**src/rtl/change_dispenser_if.sv**
```systemverilog
// Bus between the upstream vending FSM, the soda/coin mechanism and the dispenser.
// Requests are levels held until the matching ack is sampled high on a rising edge.
interface change_dispenser_if;
    logic       i_soda;
    logic [2:0] i_change;
    logic       o_vend_req;
    logic       i_vend_ack;
    logic       o_coin_req;
    logic       o_coin_dime;
    logic       i_coin_ack;
    logic       o_busy;
    logic [2:0] o_fifo_count;
    logic       o_overflow;
    logic       o_err;

    modport slave (
        input  i_soda, i_change, i_vend_ack, i_coin_ack,
        output o_vend_req, o_coin_req, o_coin_dime, o_busy, o_fifo_count, o_overflow, o_err
    );

    modport master (
        output i_soda, i_change, i_vend_ack, i_coin_ack,
        input  o_vend_req, o_coin_req, o_coin_dime, o_busy, o_fifo_count, o_overflow, o_err
    );
endinterface

```
**src/rtl/change_dispenser.sv**
```systemverilog
// Queues vend requests in a 4-deep FIFO and serves each as one soda drop
// followed by the change paid out greedily in dimes, then at most one nickel.
module change_dispenser (
    input  logic                i_clk,
    input  logic                ni_rst,
    change_dispenser_if.slave   bus,
    output logic [1:0]          o_dbg_state
);
    typedef enum logic [1:0] {IDLE = 2'd0, VEND = 2'd1, COIN = 2'd2} state_e;

    state_e     state_q, state_d;
    logic [2:0] rem_q, rem_d;
    logic [2:0] mem_q [4];
    logic [2:0] mem_d [4];
    logic [1:0] wr_ptr_q, wr_ptr_d;
    logic [1:0] rd_ptr_q, rd_ptr_d;
    logic [2:0] count_q, count_d;
    logic       ovf_q, ovf_d;
    logic       err_q, err_d;

    logic       pop;
    logic       push;
    logic       illegal;
    logic [2:0] wdata;
    logic [2:0] rem_next;

    always_comb begin
        state_d  = state_q;
        rem_d    = rem_q;
        mem_d    = mem_q;
        wr_ptr_d = wr_ptr_q;
        rd_ptr_d = rd_ptr_q;
        count_d  = count_q;
        ovf_d    = ovf_q;
        err_d    = err_q;
        rem_next = rem_q;

        // A full FIFO still accepts a write when the head leaves on the same edge.
        pop     = (state_q == IDLE) && (count_q != 3'd0);
        push    = bus.i_soda && ((count_q < 3'd4) || pop);
        illegal = bus.i_soda && (bus.i_change > 3'd4);
        wdata   = (bus.i_change > 3'd4) ? 3'd0 : bus.i_change;

        case (state_q)
            IDLE: begin
                if (pop) begin
                    rem_d    = mem_q[rd_ptr_q];
                    rd_ptr_d = rd_ptr_q + 2'd1;
                    state_d  = VEND;
                end
            end
            VEND: begin
                if (bus.i_vend_ack) begin
                    state_d = (rem_q == 3'd0) ? IDLE : COIN;
                end
            end
            COIN: begin
                if (bus.i_coin_ack) begin
                    rem_next = (rem_q >= 3'd2) ? (rem_q - 3'd2) : (rem_q - 3'd1);
                    rem_d    = rem_next;
                    if (rem_next == 3'd0) begin
                        state_d = IDLE;
                    end
                end
            end
            default: state_d = IDLE;
        endcase

        if (push) begin
            mem_d[wr_ptr_q] = wdata;
            wr_ptr_d        = wr_ptr_q + 2'd1;
        end

        case ({push, pop})
            2'b10:   count_d = count_q + 3'd1;
            2'b01:   count_d = count_q - 3'd1;
            default: count_d = count_q;
        endcase

        if (bus.i_soda && !push) begin
            ovf_d = 1'b1;
        end
        if (illegal) begin
            err_d = 1'b1;
        end
    end

    always_ff @(posedge i_clk or negedge ni_rst) begin
        if (!ni_rst) begin
            state_q  <= IDLE;
            rem_q    <= 3'd0;
            mem_q    <= '{default: 3'd0};
            wr_ptr_q <= 2'd0;
            rd_ptr_q <= 2'd0;
            count_q  <= 3'd0;
            ovf_q    <= 1'b0;
            err_q    <= 1'b0;
        end else begin
            state_q  <= state_d;
            rem_q    <= rem_d;
            mem_q    <= mem_d;
            wr_ptr_q <= wr_ptr_d;
            rd_ptr_q <= rd_ptr_d;
            count_q  <= count_d;
            ovf_q    <= ovf_d;
            err_q    <= err_d;
        end
    end

    // Requests decode only registered state so acks never reach them combinationally.
    assign bus.o_vend_req   = (state_q == VEND);
    assign bus.o_coin_req   = (state_q == COIN);
    assign bus.o_coin_dime  = (state_q == COIN) && (rem_q >= 3'd2);
    assign bus.o_busy       = (state_q != IDLE) || (count_q != 3'd0);
    assign bus.o_fifo_count = count_q;
    assign bus.o_overflow   = ovf_q;
    assign bus.o_err        = err_q;
    assign o_dbg_state      = state_q;
endmodule

```
**src/flat_wrapper.sv**
```systemverilog
// flat-port wrapper written by rule: the top's interface ports become plain ports
module change_dispenser_flat 
  (i_clk, ni_rst, o_dbg_state, bus_i_soda, bus_i_change, bus_i_vend_ack, bus_i_coin_ack, bus_o_vend_req, bus_o_coin_req, bus_o_coin_dime, bus_o_busy, bus_o_fifo_count, bus_o_overflow, bus_o_err);
  change_dispenser_if bus_i ();
  input  logic i_clk;
  input  logic ni_rst;
  output logic [1:0] o_dbg_state;
  input wire logic [$bits(bus_i.i_soda)-1:0] bus_i_soda;
  input wire logic [$bits(bus_i.i_change)-1:0] bus_i_change;
  input wire logic [$bits(bus_i.i_vend_ack)-1:0] bus_i_vend_ack;
  input wire logic [$bits(bus_i.i_coin_ack)-1:0] bus_i_coin_ack;
  output wire logic [$bits(bus_i.o_vend_req)-1:0] bus_o_vend_req;
  output wire logic [$bits(bus_i.o_coin_req)-1:0] bus_o_coin_req;
  output wire logic [$bits(bus_i.o_coin_dime)-1:0] bus_o_coin_dime;
  output wire logic [$bits(bus_i.o_busy)-1:0] bus_o_busy;
  output wire logic [$bits(bus_i.o_fifo_count)-1:0] bus_o_fifo_count;
  output wire logic [$bits(bus_i.o_overflow)-1:0] bus_o_overflow;
  output wire logic [$bits(bus_i.o_err)-1:0] bus_o_err;
  assign bus_i.i_soda = bus_i_soda;
  assign bus_i.i_change = bus_i_change;
  assign bus_i.i_vend_ack = bus_i_vend_ack;
  assign bus_i.i_coin_ack = bus_i_coin_ack;
  assign bus_o_vend_req = bus_i.o_vend_req;
  assign bus_o_coin_req = bus_i.o_coin_req;
  assign bus_o_coin_dime = bus_i.o_coin_dime;
  assign bus_o_busy = bus_i.o_busy;
  assign bus_o_fifo_count = bus_i.o_fifo_count;
  assign bus_o_overflow = bus_i.o_overflow;
  assign bus_o_err = bus_i.o_err;
  change_dispenser u_core (.i_clk(i_clk), .ni_rst(ni_rst), .bus(bus_i), .o_dbg_state(o_dbg_state));
endmodule
```
**config.mk**
```make
export PLATFORM = sky130hd
export DESIGN_NAME = change_dispenser_flat
export DESIGN_NICKNAME = d
export VERILOG_FILES = /design/src/rtl/change_dispenser_if.sv /design/src/rtl/change_dispenser.sv /design/src/flat_wrapper.sv
export SDC_FILE = /design/constraint.sdc
export NUM_CORES = 1
export LEC_CHECK = 0
export CAP_MARGIN = 20
export CORE_MARGIN = 5
export CORE_UTILIZATION = 54
export CTS_BUF_LIST = sky130_fd_sc_hd__clkbuf_4 sky130_fd_sc_hd__clkbuf_8 sky130_fd_sc_hd__clkbuf_16
export CTS_CLUSTER_SIZE = 25
export DETAILED_ROUTE_END_ITERATION = 16
export HOLD_SLACK_MARGIN = 0.05
export PLACE_DENSITY = 0.84
export SETUP_SLACK_MARGIN = 0.1
export SLEW_MARGIN = 20
export SYNTH_ARGS = -nofsm -noshare
export SYNTH_HDL_FRONTEND = slang
export SYNTH_SLANG_ARGS = --single-unit
```
**constraint.sdc**
```tcl
create_clock -name i_clk -period 2.05 [get_ports i_clk]
set_input_delay 0.615 -clock i_clk [delete_from_list [all_inputs] [get_ports i_clk]]
set_output_delay 0.615 -clock i_clk [all_outputs]
set_load 0.02 [all_outputs]
```
==> impl_results.md <==
- Clock transition at path regs: around 150 ps
- Die W: between 60 and 70 um
- Final period utilization: 0.963
- Worst hold endpoint: u_core.bus.o_err$_DFFE_PN0P_
- Final Critical Period: 1970 ps
- Startpoint Class: flip-flop
- Synth cell types: 37
- Power per cell area: 1630 mW/mm^2
- CTS buffer count: 3
- Crit path capture type: output pin
- Final Slew Violations: 0
- Clock latency at the later pin of the worst-skew pair: 330 ps
- Crit Path Category: flip-flop to output pin
- Share of the synthesized area in the top cell type: 0.427
- Pin count of the biggest net entering global routing: 27
- Synth Net Count: roughly 150
- DRC Markers: 0
- Critical Path RT: 1430 ps
- Register bit total from synthesis: 26
- Die height: roughly 63 um
- Achievable Freq: around 510 MHz
- Antenna diode count: 0
- Post-synthesis cell count: between 100 and 150
- Syn Area/Cell: ~12 um^2
- Clock skew: 10.9 ps
- Fraction of layout cells with a size suffix above 1: 0.411
- Post-synth EDFFs: 0
- Starting density of the core: 0.558
- First-pass GRT wire length: 5.41 mm
- Setup_tns: 0 ps
- Core area: roughly 0.0027 mm^2
- Leak Pwr: 1.00 nW
- Max_cap viols: 0
- GR Util All Layers: 0.174
- FP Rows: 19
- Min-delay src: u_core.bus.o_err$_DFFE_PN0P_
- Ys Warns: 0
- RR Endpoint: u_core.bus.o_fifo_count[2]$_DFFE_PN0P_
- CTS tree: yes
- Final #Nets: 194
- Worst Hold Slack: roughly 510 ps
- Post-synthesis cell area: roughly 0.0015 mm^2
- Clock Tree Buf Depth: 2
- Status: completed
- Die area: about 0.0040 mm^2
- Vias: 1126
- DR vias/cell: 5.47
- Rel. slew slack: 0.624
- Htree depth: 1
- Fraction of registers with async set/reset: 1.00
- Seq/Total Area, Yosys: 0.427
- # IOs: 19
- Pre-Repair DR Iteration Count: 4
- Initial antenna violation count: 0
- Clock Sinks: 26
- Final GP Congestion: about 0.86
- Port Buf Inserts: 18
- Hold crit path type: flip-flop to flip-flop
- CP arrival: ~1400 ps
- 1st-iter DRT viols: 46
- Vias in the first global route: 1146
- Final Instance Area: just over 0.002 mm^2
- Final core utilization: 0.739
- Synth top area cells: dfrtp_1, mux2_4, ha_1, mux4_2, inv_1
- Reg2reg path depth: 10
- Yosys top cell by area: dfrtp_1
- Dpl cell area: ~0.0018 mm^2
- RSZ-0062 raised after global routing: true
- Drt wl/cell: 16.6 um
- Hold depth: 1
- Post-DP HPWL: about 2.3 mm
- Ys flop type: dfrtp_1
- Layout area overhead: 32.5%
- Root Driver: clkbuf_4
- Antenna viol nets, final: 0
- Maximum vdd drop: ~0.0014 V
- Worst-Margin Slew: ~560 ps
- CP max FO: 5
- Hold_buf cts: 0
- Congestion Overflow GR: 0
- Final hold vios: 0
- R2R Setup Slk: ~90 ps
- Routed WL: about 3.4 mm
- Final Setup Violations: 0
- R2r startpoint: u_core.o_dbg_state[1]$_DFFE_PN0P_
==> cell families after synthesis <==
logic type,share of synthesized area
DFF,0.427
AOI/OAI and AO/OA,0.107
and+or+nand+nor,0.121
adders and majority gates,0.0870
buffers and inverters,0.0558
xor gates and xnor gates,0.0402
muxes,0.162
==> area by class of cell <==
type / count / area, um^2
Multi-Input combinational cell: 86 / 862
Timing Repair Buffer: 46 / 380
Inverter: 13 / 48.8
Clock buffer: 4 / 36.3
Fill cell: 191 / 713
Tap cell: 31 / 38.8
Sequential cell: 26 / 654
==> registers in the layout, indices dropped and copies added, names as in the netlist <==
register / cells
u_core.o_dbg_state: 2
u_core.rd_ptr_q: 2
u_core.bus.o_fifo_count: 3
u_core.bus.o_err: 1
u_core.bus.o_overflow: 1
u_core.mem_q: 12
u_core.rem_q: 3
u_core.wr_ptr_q: 2
==> report_power, final <==
part | switching, mW | leakage (nW) | internal (mW)
Sequential | 0.220 | 0.315 | 0.747
Clock | 0.158 | 0.0210 | 0.109
Combinational | 0.940 | 0.667 | 1.12
==> synthesized netlist by cell type (2+ instances only) <==
cell type and instances:
o21bai_1 2, o31a_1 2, a31oi_1 2, nor2b_1 3, a211o_1 2, xor2_1 3, ha_1 9, inv_1 13
a21oi_1 5, o21ai_0 3, dfrtp_1 26, nor2_1 3, o21ai_1 2, nand2b_1 3, nor3_1 3, nand2_4 4
nand2_1 7, xnor2_1 4, mux4_2 3, mux2_4 12
==> worst max path at each step <==
stage	cells after the start	start	slack, ps	endpoint
4_1_cts	5	u_core.rem_q[0]$_DFFE_PN0P_	5	bus_o_coin_dime
5_1_grt	4	u_core.o_dbg_state[1]$_DFFE_PN0P_	8	bus_o_busy
2_1_floorplan	9	bus_i_soda	110	u_core.bus.o_fifo_count[2]$_DFFE_PN0P_
3_5_place_dp	9	bus_i_soda	-290	u_core.bus.o_fifo_count[2]$_DFFE_PN0P_
6_report	4	u_core.o_dbg_state[1]$_DFFE_PN0P_	80	bus_o_busy
3_3_place_gp	9	bus_i_soda	-190	u_core.bus.o_fifo_count[2]$_DFFE_PN0P_
==> layout by cell type (no fill, tap or decap), types with 2 or more instances in the layout <==
| master | n |
|---|---|
| buf_4 | 28 |
| dfrtp_1 | 23 |
| mux2_4 | 12 |
| inv_1 | 10 |
| nand2_1 | 7 |
| ha_1 | 6 |
| clkdlybuf4s50_1 | 6 |
| dlygate4sd2_1 | 6 |
| nand2_4 | 4 |
| xnor2_1 | 4 |
| a21oi_1 | 4 |
| inv_2 | 3 |
| nor2_1 | 3 |
| nor2b_1 | 3 |
| mux4_2 | 3 |
| o21ai_0 | 3 |
| xor2_1 | 3 |
| clkbuf_4 | 3 |
| dfrtp_2 | 3 |
| nor3_4 | 2 |
| nand2b_1 | 2 |
| nand2b_4 | 2 |
| a211o_1 | 2 |
| a31oi_1 | 2 |
| o21bai_1 | 2 |
| o31a_1 | 2 |
| ha_4 | 2 |
| buf_2 | 2 |
| dlymetal6s2s_1 | 2 |
| buf_6 | 2 |
==> metrics by stage <==
| stage | total power, mW | setup WS, ps | std cells |
|---|---|---|---|
| 2_1_floorplan | 2.19 | 108 | 128 |
| 3_3_place_gp | 2.66 | -188 | 190 |
| 3_5_place_dp | 2.75 | -292 | 190 |
| 4_1_cts | 3.05 | 5.05 | 198 |
| 5_1_grt | 3.54 | 8.45 | 206 |
| 6_report | 3.29 | 75.5 | 206 |
==> critical path, cell delays in order (launching register included) <==
cell,delay (ps)
dfrtp_2,480
buf_6,150
nor2_1,120
nand2_1,100
buf_4,180
==> what timing repair did <==
action                                  CTS  global route
setup buffers                             4             8
pin swaps                                 2             6
endpoints found under the setup margin   10             7
resized for setup                        24            18
==> routing by layer <==
layer | GRT usage | share of wire | up-vias
met5 | 0 | 0 | -
met4 | 0.0716 | 0.017 | 0
met3 | 0.0178 | 0.027 | 6
met2 | 0.321 | 0.54 | 26
met1 | 0.203 | 0.41 | 554
li1 | - | - | 540
(Power assumes the default switching activity.)
